===== config.mk =====
export PLATFORM = sky130hd
export DESIGN_NAME = banco_registro_param_flat
export DESIGN_NICKNAME = d
export VERILOG_FILES = /design/src/rtl/banco_pkg.sv /design/src/rtl/banco_registro_param_if.sv /design/src/rtl/banco_registro_param_clear_seq.sv /design/src/rtl/banco_registro_param.sv /design/src/flat_wrapper.sv
export SDC_FILE = /design/constraint.sdc
export NUM_CORES = 2
export LEC_CHECK = 0
export CAP_MARGIN = 40
export CORE_ASPECT_RATIO = 0.75
export CORE_MARGIN = 2
export CORE_UTILIZATION = 50
export DETAILED_ROUTE_END_ITERATION = 16
export DONT_BUFFER_PORTS = 1
export PLACE_DENSITY = 0.66
export SYNTH_ARGS = -nofsm -noshare
export SYNTH_HDL_FRONTEND = slang
export SYNTH_SLANG_ARGS = --single-unit

===== constraint.sdc =====
create_clock -name clk -period 2.06 [get_ports clk]
set_clock_uncertainty 0.05 [all_clocks]
set_input_delay 0.206 -clock clk [delete_from_list [all_inputs] [get_ports clk]]
set_output_delay 0.206 -clock clk [all_outputs]
set_load 0.05 [all_outputs]

===== src/rtl/banco_pkg.sv =====
// banco_pkg: shared state type and default sizes for the register bank
package banco_pkg;
  typedef enum logic {CLEAR, RUN} state_t;
  localparam int DATA_W_DEF = 32;
  localparam int ADDR_W_DEF = 5;
  localparam int NREGS_DEF = 32;
endpackage


===== src/rtl/banco_registro_param_if.sv =====
// banco_registro_param_if: read/write/clear bus of the register bank
interface banco_registro_param_if import banco_pkg::*; #(
  parameter int DATA_W = DATA_W_DEF,
  parameter int ADDR_W = ADDR_W_DEF
);
  logic clr_req;
  logic [ADDR_W-1:0] ReadReg1;
  logic [ADDR_W-1:0] ReadReg2;
  logic [ADDR_W-1:0] WriteRegister;
  logic [DATA_W-1:0] WriteData;
  logic enesc;
  logic [DATA_W-1:0] ReadData1;
  logic [DATA_W-1:0] ReadData2;
  logic busy;
  modport master(output clr_req, ReadReg1, ReadReg2, WriteRegister, WriteData, enesc,
                 input ReadData1, ReadData2, busy);
  modport slave(input clr_req, ReadReg1, ReadReg2, WriteRegister, WriteData, enesc,
                output ReadData1, ReadData2, busy);
endinterface


===== src/rtl/banco_registro_param_clear_seq.sv =====
// clear_seq: zeroes one register per cycle after reset or on request
module clear_seq import banco_pkg::*; #(
  parameter int DATA_W = DATA_W_DEF,
  parameter int ADDR_W = ADDR_W_DEF,
  parameter int NREGS = NREGS_DEF
) (
  input  logic clk,
  input  logic rst,
  input  logic i_clr_req,
  output logic o_busy,
  output logic o_ov_en,
  output logic [ADDR_W-1:0] o_ov_addr,
  output logic [DATA_W-1:0] o_ov_data
);
  state_t r_state;
  logic [ADDR_W-1:0] r_clr_idx;
  // walk clr_idx over every register, then hand over to RUN; clr_req only starts from RUN
  always_ff @(posedge clk) begin
    if (rst) begin
      r_state <= CLEAR;
      r_clr_idx <= '0;
    end else if (r_state == CLEAR) begin
      r_clr_idx <= r_clr_idx + 1'b1;
      if (r_clr_idx == ADDR_W'(NREGS - 1)) r_state <= RUN;
    end else if (i_clr_req) begin
      r_state <= CLEAR;
      r_clr_idx <= '0;
    end
  end
  assign o_busy = r_state == CLEAR;
  assign o_ov_en = o_busy && !rst;
  assign o_ov_addr = r_clr_idx;
  assign o_ov_data = '0;
endmodule


===== src/rtl/banco_registro_param.sv =====
// banco_registro_param: 2R/1W register bank with zero register, bypass and clear sequencer
module banco_registro_param import banco_pkg::*; #(
  parameter int DATA_W = DATA_W_DEF,
  parameter int ADDR_W = ADDR_W_DEF,
  parameter int NREGS = NREGS_DEF,
  parameter int ZERO_REG = 1,
  parameter int BYPASS = 1
) (
  input logic clk,
  input logic rst,
  banco_registro_param_if.slave bus
);
  localparam int NSLOT = 2 ** ADDR_W;
  logic w_busy;
  logic w_ov_en;
  logic [ADDR_W-1:0] w_ov_addr;
  logic [DATA_W-1:0] w_ov_data;
  logic w_wr_ok;
  logic [DATA_W-1:0] w_br [NSLOT];

  clear_seq #(.DATA_W(DATA_W), .ADDR_W(ADDR_W), .NREGS(NREGS)) u_clear_seq (
    .clk(clk),
    .rst(rst),
    .i_clr_req(bus.clr_req),
    .o_busy(w_busy),
    .o_ov_en(w_ov_en),
    .o_ov_addr(w_ov_addr),
    .o_ov_data(w_ov_data)
  );

  assign w_wr_ok = bus.enesc && !w_busy && int'(bus.WriteRegister) < NREGS
                   && !(ZERO_REG != 0 && bus.WriteRegister == '0);

  // address slots beyond NREGS read as constant zero so the read mux never sees X
  for (genvar g = 0; g < NSLOT; g++) begin : g_slot
    if (g < NREGS) begin : g_reg
      logic [DATA_W-1:0] r_q;
      // the clear sequencer's zero write takes priority over the normal write path
      always_ff @(posedge clk) begin
        if (w_ov_en && w_ov_addr == ADDR_W'(g)) r_q <= w_ov_data;
        else if (w_wr_ok && bus.WriteRegister == ADDR_W'(g)) r_q <= bus.WriteData;
      end
      assign w_br[g] = r_q;
    end else begin : g_nil
      assign w_br[g] = '0;
    end
  end

  function automatic logic [DATA_W-1:0] rd_port(
    input logic [ADDR_W-1:0] a,
    input logic [DATA_W-1:0] q,
    input logic busy,
    input logic wr_ok,
    input logic [ADDR_W-1:0] wa,
    input logic [DATA_W-1:0] wd
  );
    return busy ? '0 :
           int'(a) >= NREGS ? '0 :
           (ZERO_REG != 0 && a == '0) ? '0 :
           (BYPASS != 0 && wr_ok && wa == a) ? wd : q;
  endfunction

  assign bus.ReadData1 = rd_port(bus.ReadReg1, w_br[bus.ReadReg1], w_busy, w_wr_ok,
                                 bus.WriteRegister, bus.WriteData);
  assign bus.ReadData2 = rd_port(bus.ReadReg2, w_br[bus.ReadReg2], w_busy, w_wr_ok,
                                 bus.WriteRegister, bus.WriteData);
  assign bus.busy = w_busy;
endmodule


===== src/flat_wrapper.sv =====
// flat-port wrapper written by rule: the top's interface ports become plain ports
module banco_registro_param_flat import banco_pkg::*;
#(
  parameter int DATA_W = DATA_W_DEF,
  parameter int ADDR_W = ADDR_W_DEF,
  parameter int NREGS = NREGS_DEF,
  parameter int ZERO_REG = 1,
  parameter int BYPASS = 1
)
  (clk, rst, bus_clr_req, bus_ReadReg1, bus_ReadReg2, bus_WriteRegister, bus_WriteData, bus_enesc, bus_ReadData1, bus_ReadData2, bus_busy);
  banco_registro_param_if #(.DATA_W(DATA_W), .ADDR_W(ADDR_W)) bus_i ();
  input logic clk;
  input logic rst;
  input wire logic [$bits(bus_i.clr_req)-1:0] bus_clr_req;
  input wire logic [$bits(bus_i.ReadReg1)-1:0] bus_ReadReg1;
  input wire logic [$bits(bus_i.ReadReg2)-1:0] bus_ReadReg2;
  input wire logic [$bits(bus_i.WriteRegister)-1:0] bus_WriteRegister;
  input wire logic [$bits(bus_i.WriteData)-1:0] bus_WriteData;
  input wire logic [$bits(bus_i.enesc)-1:0] bus_enesc;
  output wire logic [$bits(bus_i.ReadData1)-1:0] bus_ReadData1;
  output wire logic [$bits(bus_i.ReadData2)-1:0] bus_ReadData2;
  output wire logic [$bits(bus_i.busy)-1:0] bus_busy;
  assign bus_i.clr_req = bus_clr_req;
  assign bus_i.ReadReg1 = bus_ReadReg1;
  assign bus_i.ReadReg2 = bus_ReadReg2;
  assign bus_i.WriteRegister = bus_WriteRegister;
  assign bus_i.WriteData = bus_WriteData;
  assign bus_i.enesc = bus_enesc;
  assign bus_ReadData1 = bus_i.ReadData1;
  assign bus_ReadData2 = bus_i.ReadData2;
  assign bus_busy = bus_i.busy;
  banco_registro_param #(.DATA_W(DATA_W), .ADDR_W(ADDR_W), .NREGS(NREGS), .ZERO_REG(ZERO_REG), .BYPASS(BYPASS)) u_core (.clk(clk), .rst(rst), .bus(bus_i));
endmodule

==> results.toml <==
[power_and_ir_drop]
p_leak_nw = 24.6
comb_power_share_pct = 5.3
p_sw_share_pct = 23.7
power.switching_mw = 9.98
p_int_mw = 32.1
p_clk_share_pct = 47.0
powerDensity_mw_per_mm2 = 621
peakVddDrop_mv = 0.686
finalPower_mw = 42.1
pwr-share-seq_pct = 47.7

[sta]
grt_setup_unrepaired = "true"
relSlewSlack_pct = 45.1
fin_ws_ps = -864
max_freq_ghz = 0.342
worst_pin_slew_ps = 824
slew_violations = 0
setup_violations = 672
hold_viol_final = 0
finalCritPeriodShare_pct = 142
period_minus_slack_ps = 2920

[routing]
drtAntennaViolNets = 0
wirelength_um = 241000
viasPerCell = 6.99
drc = 0
vias = 51500
topRoutingLayerUsed = "met5"
drt_iter0_drc = 9440
wl_met2_um = 98400
dr.pass1.iters = 9
wl_met3_um = 43200
post_drt_wl_per_cell_um = 32.6
drt-met1-wl_um = 81300

[clock_network]
clock_latency_ps = 700
clock_path_buffers = 3
root_buffer = "clkbuf_16"
htree_levels = 3
clkTransAtPathRegs_ps = 60
cts_sinks = 1030
cts_buffers = 105
cts_tree = "done"

[synth]
synth_area_leaders = "dfxtp_1, mux4_2, nand2_1, a21oi_1, mux2i_1"
synth_top_family_by_area = "multiplexers"
ys_seq_area_share_pct = 39.1
synth_edf_count = 0
synthArstFlopShare_pct = 0
synth_xor_area_share_pct = 0.166
synth-seq-cells = 1030
synth_compound_area_share_pct = 13.0
ys_warn_count = 0
synth_nets = 5859
netlist_instances = 5802
yosys.area_share.simple_pct = 16.2
syn_area_mm2 = 0.0527
yosys.area.top_type = "dfxtp_1"
synth_top_area_share_pct = 39.1
synthMuxAreaShare_pct = 26.2
syn_area_per_cell_um2 = 9.08
synth_cell_types = 54
synthAdderAreaFrac_pct = 0.142
synthFlopType = "dfxtp_1"

[setup_path]
arrival_ps = 2670
crit_end = "bus_ReadData2[3]"
r2r-start = "u_core.u_clear_seq.r_state"
required_ps = 1800
reg2reg_depth = 11
worstPathMaxFanout = 2
cp-start-kind = "flip-flop"
cp-startpoint = "u_core.g_slot[23].g_reg.r_q[3]"
rrSetupSlack_ps = -220
reg2reg_to = "u_core.g_slot[30].g_reg.r_q[29]"
cp-end-kind = "output pin"
path_class = "reg2out"

[outcome]
status = "complete, but fails checks"
violations = "setup timing"

[floorplan]
io_pins = 116
die_w_um = 379
fp-row-count = 103
die_y_um = 285
coreArea_mm2 = 0.105
start_util_pct = 50.2
die_area_mm2 = 0.108

[worst_hold_path]
min_path_type = "in2reg"

[placed_design]
gp_congestion = 0.933
dpl.hpwl_um = 119000
io_buffers = 0

[global_routing]
grt_overflow = 0
grt_max_degree = 260
grt_pass1_vias = 47700
grt_pass1_wl_um = 324000
antenna_found_initial = 5
grt_usage_pct = 40.9

[final_layout]
area_growth_pct = 28.6
drive_gt1_share_pct = 34.0
fin_util_pct = 64.6
final_nets = 5921

[flow_run]
drv_cap = 0
[state kept, by name, summed over array words and instances (netlist names)]
name	flops
u_core.u_clear_seq.r_state	1
u_core.u_clear_seq.o_ov_addr	5
u_core.g_slot.g_reg.r_q	1024
[worst max-delay path, cell delays in order, from the launching register on]
cell and delay, ps:
dfxtp_2 320, mux4_2 510, mux4_2 600, a32oi_4 270, o21ai_4 110, buf_12 160
[cell families (layout without fill, tap and decap cells)]
kind of cell,count (synthesis),count (layout)
buf+inv,638,788
flops,1030,1030
fa+ha+maj,6,6
compound gates,1214,1214
mux,720,720
other cells,0,4
simple gates,2184,2184
xor+xnor,10,10
[cells in the mapped netlist, drive strengths merged (32+ instances only)]
cell type	number
nor2	183
mux4	524
nand2	1831
dfxtp	1030
nand3	62
buf	213
clkbuf	420
o21ai	33
mux2i	178
a21oi	950
a32oi	32
and2	56
a22o	53
a221oi	49
[worst min-delay path by stage]
stage	from	endpoint	slack [ps]	cells past startpoint
6_report	bus_WriteRegister[2]	u_core.g_slot[20].g_reg.r_q[30]	50	5
2_1_floorplan	bus_clr_req	u_core.u_clear_seq.o_ov_addr[4]	330	2
4_1_cts	bus_WriteRegister[2]	u_core.g_slot[20].g_reg.r_q[30]	10	5
3_5_place_dp	rst	u_core.u_clear_seq.o_ov_addr[1]	240	1
5_1_grt	bus_WriteRegister[4]	u_core.g_slot[7].g_reg.r_q[7]	70	5
3_3_place_gp	rst	u_core.u_clear_seq.o_ov_addr[1]	230	1
[cell usage in the layout, fill, tap and decap left out, drive strengths merged, types with 5 or more instances in the layout]
master / count
nand2: 1831
dfxtp: 1030
a21oi: 950
mux4: 524
buf: 514
clkbuf: 186
nor2: 183
mux2i: 178
nand3: 62
and2: 56
a22o: 53
a221oi: 49
dlygate4sd3: 41
o21ai: 33
a32oi: 32
clkinv: 29
o21bai: 24
o2bb2ai: 24
mux2: 18
a22oi: 17
nor2b: 16
a211oi: 15
xnor2: 10
nor3: 10
inv: 8
a211o: 7
nand2b: 6
ha: 6
or3: 6
bufinv: 5
clkinvlp: 5
[power by group through the flow]
stage                     logic, mW  clock network, mW  registers [mW]
final                          2.22               19.8            20.1
after global placement         1.27                  0            20.5
after CTS                      1.94               19.6            20.1
after detailed placement       1.28                  0            20.5
after global routing           2.20               20.5            20.1
after floorplan                1.83                  0            20.5
[per-layer routing]
| metal | vias up | global-route usage (%) |
|---|---|---|
| li1 | 20500 | - |
| met1 | 25000 | 53.1 |
| met2 | 4840 | 58.0 |
| met3 | 1162 | 16.2 |
| met4 | 2 | 22.5 |
| met5 | - | 0 |
[final cells by class]
type / count / area [um2]
antenna: 4 / 10.0
clock buffer: 153 / 3100
multi-input combinational: 4134 / 33700
timing repair buffer: 588 / 8050
sequential: 1030 / 20800
clock inverter: 42 / 399
tap: 1417 / 1770
fill: 7879 / 37100
inverter: 5 / 18.8
[per-stage QoR]
step	worst slack, ps	setup TNS (ps)	hold slack (ps)	cell area, um2	cells
global route	-859	-107080	68.9	67800	7371
floorplan	-119	-3570	329	54200	5802
CTS	-828	-42450	11.6	64100	7295
global placement	-337	-15240	235	58000	7002
detailed placement	-354	-29830	237	58100	7003
finish	-864	-89550	48.7	67800	7373
[timing repair]
item / 4_1_cts / 5_1_grt
endpoints found under the setup margin: 526 / 657
hold endpoints to repair: 998 / 0
hold buffers: 73 / 0
gates cloned: 6 / 42
buffers inserted: 25 / 37
resized for setup: 268 / 628
pin swaps: 73 / 285
No activity file was read; power rests on OpenSTA's default activity.
